[config.mk]
export PLATFORM = sky130hd
export DESIGN_NAME = ppm_tx_sched
export DESIGN_NICKNAME = d
export VERILOG_FILES = /design/src/rtl/ppm_tx_sched.sv
export SDC_FILE = /design/constraint.sdc
export NUM_CORES = 1
export LEC_CHECK = 0
export BUFFER_PORTS_ARGS = -buffer_cell sky130_fd_sc_hd__buf_2
export CORE_MARGIN = 3
export CORE_UTILIZATION = 35
export DETAILED_ROUTE_END_ITERATION = 8
export PLACE_DENSITY_LB_ADDON = 0.25
export SLEW_MARGIN = 20
export SYNTH_ARGS = -nofsm -noshare
export SYNTH_HDL_FRONTEND = slang
export SYNTH_SLANG_ARGS = --single-unit
[constraint.sdc]
create_clock -name clk -period 3.5 [get_ports clk]
set_input_delay 0.875 -clock clk [delete_from_list [all_inputs] [get_ports clk]]
set_output_delay 0.875 -clock clk [all_outputs]
set_load 0.01 [all_outputs]
[src/rtl/ppm_tx_sched.sv]
// ppm_tx_sched -- byte-to-PPM transmit scheduler.
//
// Each accepted byte becomes a frame made of two 16-slot PPM symbols and a
// guard gap. The high nibble is sent first (SYM_HI), then the low nibble
// (SYM_LO). Every slot is SLOT_CYC clocks long. The pulse line is high for
// exactly the slot whose index equals the nibble value. After both symbols,
// GUARD_SLOTS idle slots follow. A new byte may be accepted on the final
// guard cycle, so frames can run back-to-back with no idle gap.
//
// Parameters
//   SLOT_CYC     clock cycles per slot (1..255)
//   GUARD_SLOTS  idle slots after each frame (1..15)
//
// Ports
//   clk          sole clock, rising edge
//   rst_n        asynchronous active-low reset
//   ena          global enable; low freezes every counter and register
//   in_valid     byte-available qualifier
//   in_data      byte to transmit, latched on accept
//   in_ready     scheduler can take a byte this cycle
//   ppm_out      registered PPM pulse line
//   frame_start  one-cycle strobe on the first cycle of each frame
//   busy         high whenever the FSM is not IDLE
//   tx_count     completed frames, modulo 256
//   dbg_state    current FSM state, for observation only
//
// Handshake: a byte transfers on a rising edge where in_valid, in_ready and
// ena are all high. in_ready is combinational from registered state, so it
// does not depend on in_valid. in_valid is ignored in every other cycle.
module ppm_tx_sched #(
  parameter int SLOT_CYC    = 4,
  parameter int GUARD_SLOTS = 2
) (
  input  logic       clk,
  input  logic       rst_n,
  input  logic       ena,
  input  logic       in_valid,
  input  logic [7:0] in_data,
  output logic       in_ready,
  output logic       ppm_out,
  output logic       frame_start,
  output logic       busy,
  output logic [7:0] tx_count,
  output logic [1:0] dbg_state
);

  typedef enum logic [1:0] {
    IDLE   = 2'd0,
    SYM_HI = 2'd1,
    SYM_LO = 2'd2,
    GUARD  = 2'd3
  } state_e;

  // Cycle-in-slot counter only has to reach SLOT_CYC-1.
  localparam int              CW         = (SLOT_CYC > 1) ? $clog2(SLOT_CYC) : 1;
  localparam logic [CW-1:0]   CYC_LAST   = CW'(SLOT_CYC - 1);
  // Slot counter is 4 bits: it reaches 15 in the symbols, at most 14 in GUARD.
  localparam logic [3:0]      GUARD_LAST = 4'(GUARD_SLOTS - 1);

  state_e        state_q, state_d;
  logic [3:0]    slot_q, slot_d;
  logic [CW-1:0] cyc_q, cyc_d;
  logic [7:0]    data_q, data_d;
  logic [7:0]    cnt_q, cnt_d;
  logic          fs_q, fs_d;
  logic          ppm_q, ppm_d;

  logic last_cyc;
  logic guard_last;
  logic accept;

  assign last_cyc   = (cyc_q == CYC_LAST);
  assign guard_last = (state_q == GUARD) && (slot_q == GUARD_LAST) && last_cyc;

  assign in_ready    = rst_n & ena & ((state_q == IDLE) | guard_last);
  assign accept      = in_valid & in_ready;
  // The strobe register holds while disabled; the output is forced low.
  assign frame_start = fs_q & ena;
  assign busy        = (state_q != IDLE);
  assign ppm_out     = ppm_q;
  assign tx_count    = cnt_q;
  assign dbg_state   = state_q;

  always_comb begin
    state_d = state_q;
    slot_d  = slot_q;
    cyc_d   = cyc_q;
    data_d  = data_q;
    cnt_d   = cnt_q;
    fs_d    = fs_q;
    ppm_d   = ppm_q;

    if (ena) begin
      fs_d = 1'b0;
      case (state_q)
        IDLE: begin
          if (accept) begin
            state_d = SYM_HI;
            slot_d  = '0;
            cyc_d   = '0;
            data_d  = in_data;
            fs_d    = 1'b1;
          end
        end
        SYM_HI, SYM_LO: begin
          if (last_cyc) begin
            cyc_d = '0;
            if (slot_q == 4'd15) begin
              slot_d  = '0;
              state_d = (state_q == SYM_HI) ? SYM_LO : GUARD;
            end else begin
              slot_d = slot_q + 4'd1;
            end
          end else begin
            cyc_d = cyc_q + 1'b1;
          end
        end
        GUARD: begin
          if (last_cyc) begin
            cyc_d = '0;
            if (slot_q == GUARD_LAST) begin
              cnt_d  = cnt_q + 8'd1;
              slot_d = '0;
              if (accept) begin
                // Back-to-back frame: skip IDLE entirely.
                state_d = SYM_HI;
                data_d  = in_data;
                fs_d    = 1'b1;
              end else begin
                state_d = IDLE;
              end
            end else begin
              slot_d = slot_q + 4'd1;
            end
          end else begin
            cyc_d = cyc_q + 1'b1;
          end
        end
        default: state_d = IDLE;
      endcase

      // Pulse decided from the next position so the output is a clean flop.
      ppm_d = ((state_d == SYM_HI) && (slot_d == data_d[7:4])) ||
              ((state_d == SYM_LO) && (slot_d == data_d[3:0]));
    end
  end

  always_ff @(posedge clk or negedge rst_n) begin
    if (!rst_n) begin
      state_q <= IDLE;
      slot_q  <= '0;
      cyc_q   <= '0;
      data_q  <= 8'h00;
      cnt_q   <= 8'h00;
      fs_q    <= 1'b0;
      ppm_q   <= 1'b0;
    end else begin
      state_q <= state_d;
      slot_q  <= slot_d;
      cyc_q   <= cyc_d;
      data_q  <= data_d;
      cnt_q   <= cnt_d;
      fs_q    <= fs_d;
      ppm_q   <= ppm_d;
    end
  end

endmodule

Yosys cells after proc, flatten, opt, wreduce, memory -nomap -nowiden. Index checks and enable logic that the tools add are counted.

Register bits: 26. Bits of input ports: 12. Output and inout port bits: 14. Word-level logic and storage cells: 65.

Add/subtract/negate cells: 3. Equal/unequal tests: 11. Mux-type cells: 28. Bitwise logic cells: 5. Reduce and logical (&&, ||, !) cells: 11.

Operators by type and width (number): 8-bit 2-to-1 mux (4); 4-bit 2-to-1 mux (6); 2-bit 2-to-1 mux (8); 8-bit one-hot mux with 2 select lines (1); 4-bit one-hot mux with 3 select lines (1); 8-bit by 1-bit adder with 8-bit output (second input constant) (1); 2-bit equality test (second input constant) (4); 4-bit equality test (2); 2-bit one-hot mux with 3 select lines (1); 1-bit 2-to-1 mux (5); 4-bit by 1-bit adder with 4-bit output (second input constant) (1); 1-bit AND (4); 2-bit by 1-bit equality test with 1-bit output (second input constant) (2); 4-bit by 1-bit equality test with 1-bit output (second input constant) (1); 4-bit equality test (second input constant) (1); 1-bit logical AND (4); 2-bit one-hot mux with 2 select lines (1); 4-bit AND reduction (1); 3-bit OR reduction (1); 2-bit by 1-bit adder with 2-bit output (second input constant) (1); 2-bit logical NOT (1); 2-bit != test (second input constant) (1); 1-bit one-hot mux with 2 select lines (1); 2-bit AND reduction (1); other kinds (4) (4).

Depth between registers and ports, before layout.
Depth after elaboration: 14. Gate-level depth with buffers: 10. Gate-level depth less buffers: 10.

Worst setup path after synthesis. Ideal clock, no wire load.

Path kind: input to register. Start: input ena. End: register ppm_q, in the netlist ppm_out. Setup time: 0.082 ns. Arrival time: 2.630 ns. Required time: 3.418 ns. Slack: 0.788 ns. Stages on the path: 8. Cells stage by stage: buf_4 > nand3_1 > a21oi_1 > o21bai_1 > a22oi_1 > xnor2_1 > or4_1 > a31oi_1.

Word-level cells in the longest chain between the ends: 11. Elaborated cells on any way between the ends: 24. Those cells by class: eq/ne (4); mux (14); bitwise (3); reduce/logical (3).

RTL lines: start: declaration (RTL line 36) `input logic ena,`; 1-bit AND (2 in series) (RTL line 75) `assign in_ready = rst_n & ena & ((state_q == IDLE) | guard_last);`; 1-bit AND (RTL line 76) `assign accept = in_valid & in_ready;`; 8-bit 2-to-1 mux or 1-bit 2-to-1 mux (tied branches) (RTL line 97, 124); 8-bit 2-to-1 mux or 2-bit 2-to-1 mux (tied branches) (RTL line 121) `if (slot_q == GUARD_LAST) begin`; 8-bit 2-to-1 mux or 2-bit 2-to-1 mux (tied branches) (RTL line 119) `if (last_cyc) begin`; 8-bit one-hot mux with 2 select lines or 2-bit one-hot mux with 3 select lines (tied branches) (RTL line 95) `case (state_q)`; 8-bit 2-to-1 mux or 2-bit 2-to-1 mux (tied branches) (RTL line 93) `if (ena) begin`; 4-bit equality test, or another cell as far along (RTL line 143) `ppm_d = ((state_d == SYM_HI) && (slot_d == data_d[7:4])) ||`; 1-bit logical AND, on equally long branches (RTL line 143, 144); 1-bit logical OR (RTL line 143); end signal: assignment (RTL line 164) `ppm_q <= ppm_d;`; end: declaration (RTL line 66) `logic ppm_q, ppm_d;`.

Several ways; a longest one is shown, not always the timed one. The select of a mux whose other input is x is not followed. A chain may end at the register's enable or synchronous reset.

Final worst setup path.
Start: register slot_q[1]. End: register ppm_q, in the netlist ppm_out.

Word-level cells in the longest chain between the ends: 14. Elaborated cells on any way between the ends: 35. Those cells by class: add/sub (1); eq/ne (6); mux (20); bitwise (3); reduce/logical (5).

RTL lines: start: declaration (RTL line 61) `logic [3:0] slot_q, slot_d;`; start signal: assignment (RTL line 159) `slot_q <= slot_d;`; 4-bit by 1-bit equality test with 1-bit output (RTL line 73, 121); 1-bit logical AND (2 in series) (RTL line 73) `assign guard_last = (state_q == GUARD) && (slot_q == GUARD_LAST) && last_cyc;`; 1-bit bitwise OR (RTL line 75); 1-bit AND (RTL line 75); 1-bit AND (RTL line 76); 8-bit 2-to-1 mux or 1-bit 2-to-1 mux (tied branches) (RTL line 97, 124); 8-bit 2-to-1 mux or 2-bit 2-to-1 mux (tied branches) (RTL line 121); 8-bit 2-to-1 mux or 2-bit 2-to-1 mux (tied branches) (RTL line 119); 8-bit one-hot mux with 2 select lines or 2-bit one-hot mux with 3 select lines (tied branches) (RTL line 95); 8-bit 2-to-1 mux or 2-bit 2-to-1 mux (tied branches) (RTL line 93); 4-bit equality test, or another cell as far along (RTL line 143); 1-bit logical AND, on equally long branches (RTL line 143, 144); 1-bit logical OR (*) (RTL line 143).

Every way passes the cells marked *; elsewhere a longest branch is shown, timed or not. The select of a mux whose other input is x is not followed.

==> impl_metrics.py <==
metrics = {
    "run_status": {
        "status": "complete, no violations",
    },
    "critical_path": {
        "crit_path_start": "slot_q[1]$_DFFE_PN0P_",
        "rr_startpoint": "slot_q[1]$_DFFE_PN0P_",
        "start_kind": "flop",
        "cp-end-kind": "flop",
        "crit_path_top_delay_cell": "dfrtp_1",
        "cp_max_fo": 4,
        "cp_data_arrival_time_ps": 3020,
        "cp_data_required_time_ps": 3700,
        "r2r_cells": 10,
        "crit_chain": "inv_1 -> ha_1 -> nor4bb_4 -> a21oi_2 -> o21a_1 -> a211o_1 -> xor2_1 -> nand3_1 -> or4_1 -> a31oi_1",
        "critPathMaxStageDelay_ps": 420,
        "path_class": "flop to flop",
    },
    "timing": {
        "slew-limit-headroom": 0.581,
        "timing.final.crit_share": 0.807,
        "fin_ws_ps": 677,
        "rsz0062_at_grt": "false",
        "fmax_mhz": 354,
        "fin_crit_ps": 2820,
        "setup_tns_ps": 0,
        "setup_viol": 0,
        "slew_violations": 0,
        "skew_ps": 1.53,
        "worst_pin_slew_ps": 627,
        "finalHoldViolCount": 0,
    },
    "cells_and_area": {
        "diodes": 0,
        "final_cell_mix": "dfrtp_1 (26), buf_2 (25), nor2_1 (11), xnor2_1 (11), nand2_1 (10)",
        "final_common_cell": "dfrtp_1",
        "drive_above_1_share": 0.239,
        "nets": 201,
        "area_growth_pct": 15.1,
        "fin_area_mm2": 0.00185,
    },
    "drt": {
        "wl_um": 3590,
        "wire_per_inst_um": 15.5,
        "drt_iter0_drc": 31,
        "first_pass_iters": 4,
        "routed_via_density": 5.42,
        "postRouteAntennaNets": 0,
        "drc": 0,
        "vias": 1258,
    },
    "logic_synthesis": {
        "synthAdderAreaFrac": 0.0622,
        "ys_seq_area_frac": 0.404,
        "ys_ff_latch": 26,
        "synth_mux_area_frac": 0.0140,
        "ys_warn_count": 0,
        "synth_edf_count": 0,
        "synthesis.area_mm2": 0.00161,
        "synth_async_sr_flop_share": 1.00,
        "synth.distinct_cells": 40,
        "synth_top_flop_cell": "dfrtp_1",
        "syn_nets": 176,
        "synth_top_family_by_area": "compound AO/OA/AOI/OAI gates",
        "synth_compound_area_frac": 0.210,
        "avgSynthCellArea_um2": 10.3,
        "netlist_instances": 156,
        "synth_xor_area_frac": 0.0925,
        "yosys.area_share.simple": 0.180,
    },
    "clock_network": {
        "htree_levels": 1,
        "cts_root_buf": "clkbuf_8",
        "cts_buffers": 3,
        "ctsResizeCount": 0,
        "cts_tree": "yes",
        "hold_buffers": 0,
        "clk_pin_slew_worst_paths_ps": 90,
        "worstSkewPairLatency_ps": 270,
        "clock_path_buffers": 2,
        "postCtsSetupBuffers": 0,
        "cts.sinks": 26,
    },
    "placed_design": {
        "dpl_cell_area_mm2": 0.00178,
        "gp_congestion": 0.832,
        "dp_hpwl_um": 2790,
        "dp_slack_ps": 424,
        "port_buffers": 25,
    },
    "worst_hold_path": {
        "holdPathStages": 1,
        "hold_class": "flop to flop",
        "min_from": "tx_count[7]$_DFFE_PN0P_",
    },
    "die": {
        "initial_core_util": 0.367,
        "die_w_um": 73.8,
        "dieArea_mm2": 0.00545,
        "core_area_mm2": 0.00438,
        "io_pins": 26,
        "core.rowCount": 24,
        "die-height_um": 73.8,
    },
    "power_and_ir_drop": {
        "vdd_drop_max_mv": 0.401,
        "p_leak_nw": 0.862,
        "finalPower_mw": 1.46,
        "p_per_area_mw_per_mm2": 789,
    },
    "global_route": {
        "grt_pass1_wl_um": 6240,
        "grt_start_max_net_pins": 28,
        "grt_antenna_before_repair": 0,
        "overflow": 0,
        "grt_pass1_vias": 1335,
        "grt_usage": 0.148,
    },
    "run": {
        "cap_violations": 0,
    },
}
-- flip-flops by register name (all words and copies together), names as in the netlist --
name / count
data_q: 8
dbg_state: 2
tx_count: 8
ppm_out: 1
fs_q: 1
slot_q: 4
cyc_q: 2
-- per-stage QoR --
| step | utilization | instances | hold WS [ps] |
|---|---|---|---|
| floorplan | - | 156 | 446 |
| detailed placement | 0.406 | 228 | 467 |
| global placement | 0.406 | 228 | 457 |
| finish | 0.422 | 232 | 474 |
| CTS | 0.422 | 232 | 484 |
| global route | 0.422 | 232 | 522 |
-- cells by family (layout without fill, tap and decap cells) --
kind of cell / after synthesis / count (layout)
muxes: 2 / 2
buffers and inverters: 14 / 38
xor gates and xnor gates: 17 / 17
DFF: 26 / 26
adders and majority gates: 8 / 8
and+or+nand+nor: 48 / 48
AOI/OAI and AO/OA: 41 / 41
-- layout make-up --
cell class | count | area (um2)
multi-input cells | 116 | 898
flip-flops and latches | 26 | 651
inverters | 7 | 26.3
fillers | 433 | 2530
clock inverters | 1 | 30.0
repair buffers | 27 | 140
clock buffers | 3 | 41.3
well taps | 52 | 65.1
-- report_power, final --
part / internal, mW / switching, mW
Sequential: 0.382 / 0.0861
Clock: 0.153 / 0.0975
Combinational: 0.327 / 0.416
Total: 0.862 / 0.600
-- synthesized netlist by cell type (2+ instances only) --
| library cell | n | area, um2 |
|---|---|---|
| xnor2_1 | 11 | 96.3 |
| ha_1 | 8 | 100 |
| nand3_1 | 2 | 10.0 |
| nor2_1 | 11 | 41.3 |
| a21o_1 | 4 | 30.0 |
| clkbuf_1 | 3 | 11.3 |
| a22o_1 | 9 | 78.8 |
| dfrtp_1 | 26 | 651 |
| nand2_1 | 10 | 37.5 |
| o21ai_0 | 4 | 20.0 |
| a22oi_1 | 8 | 60.1 |
| nand4_1 | 6 | 37.5 |
| xor2_1 | 6 | 52.6 |
| inv_1 | 7 | 26.3 |
| mux2_2 | 2 | 22.5 |
| and3_1 | 3 | 18.8 |
| o21ai_2 | 2 | 17.5 |
| buf_2 | 3 | 15.0 |
| nor3_1 | 4 | 20.0 |
| nor2b_1 | 3 | 18.8 |
| a21oi_1 | 5 | 25.0 |
-- metal layers --
metal	vias up	global-route usage	wire [um]
met3	4	0.0301	103
met5	-	0	0
met2	19	0.239	1730
li1	612	-	-
met4	0	0.0483	37
met1	623	0.197	1710
-- critical path: cells and delay by family (launching register included) --
family,cells,cell delay [ps]
AO/OA/AOI/OAI,4,900
flip-flops,1,420
buffers and inverters,1,130
XOR/XNOR,1,180
AND/OR/NAND/NOR,3,890
adder cells (fa/ha/maj),1,230
-- path summary, 6_finish.rpt --
| path | slack, ps | end |
|---|---|---|
| max reg2reg | 680 | ppm_out$_DFFE_PN0P_ |
| min reg2reg | 470 | tx_count[7]$_DFFE_PN0P_ |
| min | 470 | tx_count[7]$_DFFE_PN0P_ |
| max in group asynchronous | 2620 | slot_q[3]$_DFFE_PN0P_ |
| max | 680 | ppm_out$_DFFE_PN0P_ |
| min in group asynchronous | 620 | cyc_q[1]$_DFFE_PN0P_ |
Note: power is estimated with default switching activity, not from simulation.
